--- src/rtl/rr_onehot_arbiter.sv ---
// rtl/rr_onehot_arbiter.sv - round-robin arbiter with registered one-hot grant and hold-limit preemption
module rr_onehot_arbiter #(
   parameter int NUM_REQ  = 4,
   parameter int MAX_HOLD = 4
) (
   input  logic                       clk,
   input  logic                       reset,
   input  logic [NUM_REQ-1:0]         req_i,
   output logic [NUM_REQ-1:0]         grant_o,
   output logic                       gnt_valid_o,
   output logic [$clog2(NUM_REQ)-1:0] gnt_id_o
);

   localparam int IW = $clog2(NUM_REQ);
   localparam int HW = (MAX_HOLD > 0) ? $clog2(MAX_HOLD + 1) : 1;

   localparam logic [0:0] ST_IDLE  = 1'b0;
   localparam logic [0:0] ST_GRANT = 1'b1;

   localparam logic [NUM_REQ-1:0] ONE = NUM_REQ'(1);

   logic [0:0]         state, state_n;
   logic [IW-1:0]      ptr, ptr_n;
   logic [HW-1:0]      hold_cnt, hold_n;
   logic [NUM_REQ-1:0] grant_n;
   logic [IW-1:0]      id_n;
   logic [IW-1:0]      rel_next;
   logic [NUM_REQ-1:0] others;

   // First set bit of cand, scanning start, start+1, ... with wrap; caller guarantees cand != 0.
   function automatic logic [IW-1:0] search(input logic [NUM_REQ-1:0] cand,
                                            input logic [IW-1:0]      start);
      logic          found;
      logic [IW-1:0] idx;
      int            j;
      found = 1'b0;
      idx   = '0;
      for (int i = 0; i < NUM_REQ; i++) begin
         j = (int'(start) + i) % NUM_REQ;
         if (!found && cand[j]) begin
            found = 1'b1;
            idx   = IW'(j);
         end
      end
      return idx;
   endfunction

   assign rel_next = IW'((int'(gnt_id_o) + 1) % NUM_REQ);
   assign others   = req_i & ~grant_o;

   always_comb begin
      state_n = state;
      ptr_n   = ptr;
      hold_n  = hold_cnt;
      grant_n = grant_o;
      id_n    = gnt_id_o;
      case (state)
         ST_IDLE: begin
            if (|req_i) begin
               id_n    = search(req_i, ptr);
               grant_n = ONE << id_n;
               hold_n  = HW'(1);
               state_n = ST_GRANT;
            end
         end
         default: begin
            if (!req_i[gnt_id_o]) begin
               ptr_n = rel_next;
               if (|others) begin
                  id_n    = search(others, rel_next);
                  grant_n = ONE << id_n;
                  hold_n  = HW'(1);
               end else begin
                  grant_n = '0;
                  id_n    = '0;
                  state_n = ST_IDLE;
               end
            end else if (MAX_HOLD != 0 && int'(hold_cnt) == MAX_HOLD && |others) begin
               // others already excludes the current owner, so it cannot win again here.
               ptr_n   = rel_next;
               id_n    = search(others, rel_next);
               grant_n = ONE << id_n;
               hold_n  = HW'(1);
            end else if (int'(hold_cnt) < MAX_HOLD) begin
               hold_n = hold_cnt + HW'(1);
            end
         end
      endcase
   end

   always_ff @(posedge clk) begin
      if (reset) begin
         state       <= ST_IDLE;
         ptr         <= '0;
         hold_cnt    <= '0;
         grant_o     <= '0;
         gnt_valid_o <= 1'b0;
         gnt_id_o    <= '0;
      end else begin
         state       <= state_n;
         ptr         <= ptr_n;
         hold_cnt    <= hold_n;
         grant_o     <= grant_n;
         gnt_valid_o <= |grant_n;
         gnt_id_o    <= id_n;
      end
   end

endmodule

--- config.mk ---
export PLATFORM = sky130hd
export DESIGN_NAME = rr_onehot_arbiter
export DESIGN_NICKNAME = d
export VERILOG_FILES = /design/src/rtl/rr_onehot_arbiter.sv
export SDC_FILE = /design/constraint.sdc
export NUM_CORES = 1
export LEC_CHECK = 0
export ABC_AREA = 1
export CAP_MARGIN = 20
export CORE_MARGIN = 3
export CORE_UTILIZATION = 55
export DETAILED_ROUTE_END_ITERATION = 8
export GPL_TIMING_DRIVEN = 0
export PLACE_DENSITY = 0.76
export SYNTH_ARGS = -nofsm -noshare
export SYNTH_HDL_FRONTEND = slang
export SYNTH_SLANG_ARGS = --single-unit
--- constraint.sdc ---
create_clock -name clk -period 2.4 [get_ports clk]
set_clock_uncertainty 0.15 [all_clocks]
set_input_delay 0.48 -clock clk [delete_from_list [all_inputs] [get_ports clk]]
set_output_delay 0.48 -clock clk [all_outputs]
set_load 0.005 [all_outputs]
Word-level counts from Yosys, hierarchy flattened --
Index checks and enable logic that the tools add are counted. W data, S select, Z words.
Operators by class: add/subtract/negate cells 8, order comparisons 10, equal/unequal tests 5, shift operators 3, multiplexer cells 97, bitwise logic cells 8, reductions and logical operators 32
Operators by type and width (count):
- $mux W2 | 26
- $mux W1 | 51
- $lt A3 B4 Y1 const B | 6
- $mux W4 | 5
- $bmux W1 S2 | 9
- $mux W3 | 6
- $reduce_or A2 Y1 | 6
- $reduce_or A4 Y1 | 3
- $shl A1 B2 Y4 const A | 3
- $logic_and A1 B1 Y1 | 10
- $logic_not A1 Y1 | 9
- $lt A2 B3 Y1 const B | 3
- $add A2 B2 Y2 const B | 4
- $add A2 B1 Y2 const B | 3
- $and A1 B1 Y1 const A | 6
- $and A4 B4 Y4 | 1
- $ne A4 B2 Y1 const B | 1
- $not A4 Y4 | 1
- $reduce_and A2 Y1 | 2
- $add A3 B1 Y3 const B | 1
- $eq A3 B3 Y1 const B | 1
- $lt A3 B3 Y1 const B | 1
- $ne A3 B1 Y1 const B | 1
- $ne A3 B2 Y1 const B | 1
- other kinds (3) | 3
Storage, ports and cells: flip-flop bits (word level) 13, bits of input ports 6, output and inout port bits 7, logic and storage cells 169

Depth between registers and ports, before layout --
Gate-level depths: netlist (run 1).
depth after elaboration 31, depth in mapped cells 18, gate-level depth less buffers 16

Worst setup path before layout (run 1) --
No wires, ideal clock.
path kind flip-flop to flip-flop, start point reg gnt_id_o[0], end point reg gnt_valid_o, library setup time 0.133 ns, data arrival time 1.578 ns, data required time 2.117 ns, path slack 0.539 ns, stages on the path, launching flop included 16, path buffers 2, period minus slack after synthesis 1.861 ns, cells stage by stage dfxtp_1 buf_6 inv_4 buf_6 nand3_2 nand3_1 nand2_1 nand2_2 nor3_2 nor2_2 nand2_1 nand2_1 nand2_1 nand2_1 nor2_1 a21oi_2
On the way: longest elaborated chain between the ends 30, elaborated cells between the ends (all ways) 72, classes of those cells add/sub: 4; shift: 2; mux: 53; reduce/logical: 13
Ends and longest elaborated chain:
- from (decl) | line 11 | output logic [$clog2(NUM_REQ)-1:0] gnt_id_o
- from (signal assigned) | line 105 | gnt_id_o <= id_n;
- $add A2 B1 Y2 | line 48 | assign rel_next = IW'((int'(gnt_id_o) + 1) % NUM_REQ);
- $bmux W1 S2 | line 40 | if (!found && cand[j]) begin
- $mux W1 (not written as such) | line 40
- $mux W1 | line 40
- $mux W1, on equally long branches | line 69, 78
- $mux W1 | line 67 | if (!req_i[gnt_id_o]) begin
- $mux W1 | line 57 | case (state)
- $logic_not A1 Y1 | line 40
- [... 14 more ...]
- $mux W2, on equally long branches | line 69, 78
- $mux W2 | line 67
- $mux W2 | line 57
- $shl A1 B2 Y4, on equally long branches | line 71, 82
- $mux W4, on equally long branches | line 69, 78
- $mux W4 (*) | line 67
- $mux W4 (*) | line 57
- $reduce_or A4 Y1 (*) | line 104 | gnt_valid_o <= |grant_n;
- to (signal assigned) | line 104
- to (decl) | line 10 | output logic gnt_valid_o,
Every way passes the cells marked *; elsewhere a longest branch is shown, timed or not. The select of a mux whose other input is x is not followed. A chain may end at the register's enable or synchronous reset.

Worst setup path after layout (run 1) --
Ends and elaborated chain as after synthesis.

==> results.yml, run 1 <==
critical_path:
  cp.required_ns: 2.40
  crit_arrival_ns: 2.07
  rrSetupSlack_ns: 0.34
  cp-end-kind: "flop"
  setup.worst_path.start: "gnt_id_o[0]$_SDFFE_PP0P_"
  r2r_start: "gnt_id_o[0]$_SDFFE_PP0P_"
  r2r_end: "gnt_valid_o$_SDFF_PP0_"
  worstRegToRegCells: 15
  startpoint_type: "flop"
  critical_path_peak_fanout: 10
  critPathKind: "reg2reg"
yosys:
  synth-compound-area-share_pct: 11.9
  yosysWarnings: 0
  synthAdderAreaFrac_pct: 1.80
  synthSimpleGateAreaFrac_pct: 55.5
  yosysTopAreaCell: "nand2_1"
  ys_top_cells_by_area: "nand2_1 (24%), dfxtp_1 (19%), nand3_1 (12%)"
  syn_area_mm2: 0.00139
  synth_cells: 243
  synth_top_area_share_pct: 23.5
  synth_nets: 251
  seq_area_frac_synth_pct: 18.7
  syn_avg_cell_area_um2: 5.72
  synthMuxAreaShare_pct: 0
  synth_cell_types: 31
  synth_xor_xnor_area_share_pct: 0
  synth_top_family_by_area: "simple AND/OR/NAND/NOR gates"
  ys_ff_latch: 13
timing:
  grt_setup_unrepaired: "false"
  fmax_mhz: 485
  fin_crit_sh_pct: 85.9
  slew_viol_final: 0
  fin_crit_ns: 2.06
  slew_headroom_pct: 65.8
  setup_viol: 0
  setup_slack_ns: 0.337
  hold_viol: 0
  worstMarginPinSlew_ns: 0.513
placement:
  dp_cells: 283
  io_buffers: 12
  gp_congestion: 0.883
  placed_area_mm2: 0.00154
  dp_slack_ns: -0.262
  dpl.hpwl_um: 2550
die:
  start_util_pct: 60.5
  die_w_um: 56.3
  row_count: 17
  dieArea_mm2: 0.00316
  io-pin-count: 13
  die_y_um: 56.3
  coreArea_mm2: 0.00230
routing:
  via_count: 1563
  vias_per_cell: 5.45
  drt_iter0_drc: 69
  wl_um: 3290
  drt-wirelength-per-cell_um: 11.4
  firstDrtPassIters: 4
  drc_errors: 0
  antenna_left: 0
cts:
  post_cts_buffers: 0
  cts_inserted_buffers: 3
  cts_max_path_buffers: 2
  clk_latency_ns: 0.28
  clkTransAtPathRegs_ns: 0.07
  clkSinkCount: 13
  cts_tree: "built"
  h-tree-depth: 1
  clock-root-buffer: "clkbuf_4"
flow_run:
  cap_violations: 0
worst_hold_path:
  whs_path_depth: 2
  min_path_type: "reg2reg"
  hp-start: "hold_cnt[1]$_SDFFE_PP0P_"
  whs_endpoint: "hold_cnt[1]$_SDFFE_PP0P_"
pwr:
  peakVddDrop_mv: 1.07
  power.share.clock_pct: 6.0
  power.density_mw_per_mm2: 1420
  power_leakage_uw: 0.000842
  combPwrFrac_pct: 78.8
  p_int_uw: 980
  switchingPower_uw: 1260
  swShare_pct: 56.2
  total_power_uw: 2240
  seqPwrFrac_pct: 15.2
layout:
  final_nets: 268
  drive_gt1_share_pct: 15.4
  final_cells: 287
  design_area_mm2: 0.00158
  area_delta_synth_final_pct: 13.8
  fill_cells: 233
  n_antenna_cell: 0
run_status:
  outcome: "finished, final reports clean"
global_routing:
  grt_pass1_wl_um: 5800
  grt_max_degree: 11
  antenna_found_initial: 0
  track_usage_pct: 22.4
  grt-ovfl-total: 0
  grt_pass1_vias: 1343
[worst max-delay path, cell delays in order, from the launching register on]
cell     delay, ns
dfxtp_1       0.35
buf_6         0.15
inv_4         0.05
buf_6         0.14
nand3_2       0.07
nand3_1       0.08
nand2_1       0.12
nand2_2       0.10
nor3_2        0.17
nor2_2        0.09
nand2_1       0.08
nand2_1       0.05
nand2_1       0.07
nand2_1       0.06
nor2_1        0.14
a21oi_2       0.06
[per-stage QoR]
stage	hold WS, ns	TNS, ns	utilization (%)
6_report	0.351	0	68.8
3_3_place_gp	0.341	-1.03	67.2
2_1_floorplan	0.323	0	-
4_1_cts	0.355	0	68.4
3_5_place_dp	0.344	-1.18	67.2
5_1_grt	0.375	0	68.8
[metal layers]
| metal | GRT usage (%) | vias up | part of all wire (%) |
|---|---|---|---|
| met4 | 9.49 | 0 | 1.7 |
| met3 | 2.30 | 7 | 4.7 |
| li1 | - | 821 | - |
| met2 | 34.7 | 43 | 45 |
| met1 | 31.4 | 692 | 49 |
| met5 | 0 | - | 0 |
[sequential cells by signal (all words and copies together), names as in the netlist]
name,cells
gnt_id_o,2
gnt_valid_o,1
grant_o,4
hold_cnt,3
ptr,2
state,1
[cell families (layout without fill, tap and decap cells)]
group	after synthesis	count (layout)
buffers and inverters	35	51
flip-flops	13	13
AO/OA/AOI/OAI	27	27
adder cells (fa/ha/maj)	2	2
AND/OR/NAND/NOR	166	166
[power groups by stage]
stage / Clock [uW] / Combinational (uW) / Sequential [uW]
after floorplan: 0 / 1350 / 345
after global placement: 0 / 1730 / 343
after detailed placement: 0 / 1750 / 345
after CTS: 139 / 1760 / 340
after global routing: 150 / 2000 / 352
final: 135 / 1760 / 340
[repair_timing]
item	4_1_cts	5_1_grt
gates resized for setup	0	4
setup endpoints to repair	0	6
hold buffers	0	0
endpoints found under the hold margin	0	0
[worst max-delay path by stage]
stage	end	depth (start not counted)
6_report	gnt_valid_o$_SDFF_PP0_	15
3_3_place_gp	gnt_valid_o$_SDFF_PP0_	12
3_5_place_dp	gnt_valid_o$_SDFF_PP0_	14
2_1_floorplan	gnt_valid_o$_SDFF_PP0_	15
4_1_cts	gnt_valid_o$_SDFF_PP0_	14
5_1_grt	gnt_valid_o$_SDFF_PP0_	16
[synth_stat cells]
cell type	instances
buf_6	3
a21oi_1	12
or2_4	1
nor3_1	1
and2_1	1
a211oi_2	2
nand3_1	32
inv_4	2
nor3_2	2
a211oi_1	1
o21ai_1	1
o21ai_0	6
nor4_1	1
nand3_2	3
nand2_4	1
nor2_1	16
ha_1	2
inv_2	3
a21oi_2	2
buf_4	1
a31oi_1	2
nand2_1	87
o31ai_1	1
clkbuf_1	1
nor2_2	3
nand4_1	5
nand2_2	12
inv_1	24
dfxtp_1	13
nor2_4	1
inv_6	1
[area by class of cell]
cell class | instances | area, um2 | share of cell area [%]
Multi-Input combinational cell | 195 | 961 | 60.8
Sequential cell | 13 | 260 | 16.5
Timing Repair Buffer | 12 | 130 | 8.23
Inverter | 30 | 123 | 7.76
Buffer | 5 | 45.0 | 2.85
Tap cell | 28 | 35.0 | 2.22
Clock buffer | 4 | 26.3 | 1.66
[cell usage in the layout, fill, tap and decap left out, types with 3 or more instances in the layout]
cell type        instances
clkdlybuf4s50_1          8
nor2_1                  16
nand3_1                 32
a21oi_1                 12
nand4_1                  5
clkbuf_4                 3
dlymetal6s2s_1           4
inv_2                    3
nand3_2                  3
o21ai_0                  6
dfxtp_1                 13
buf_6                    3
nand2_1                 87
nand2_2                 12
inv_1                   24
nor2_2                   3
Power figures use the tool's default switching activity.
==> run 2: changes to the inputs <==
--- a/config.mk
+++ b/config.mk
@@ -11,6 +11,7 @@
 export CORE_UTILIZATION = 55
 export DETAILED_ROUTE_END_ITERATION = 8
 export GPL_TIMING_DRIVEN = 0
+export HOLD_SLACK_MARGIN = 0.03
 export PLACE_DENSITY = 0.76
 export SYNTH_ARGS = -nofsm -noshare
 export SYNTH_HDL_FRONTEND = slang
==> results of run 2 <==
The final DEF is identical to that of run 1; final timing and power are the same.
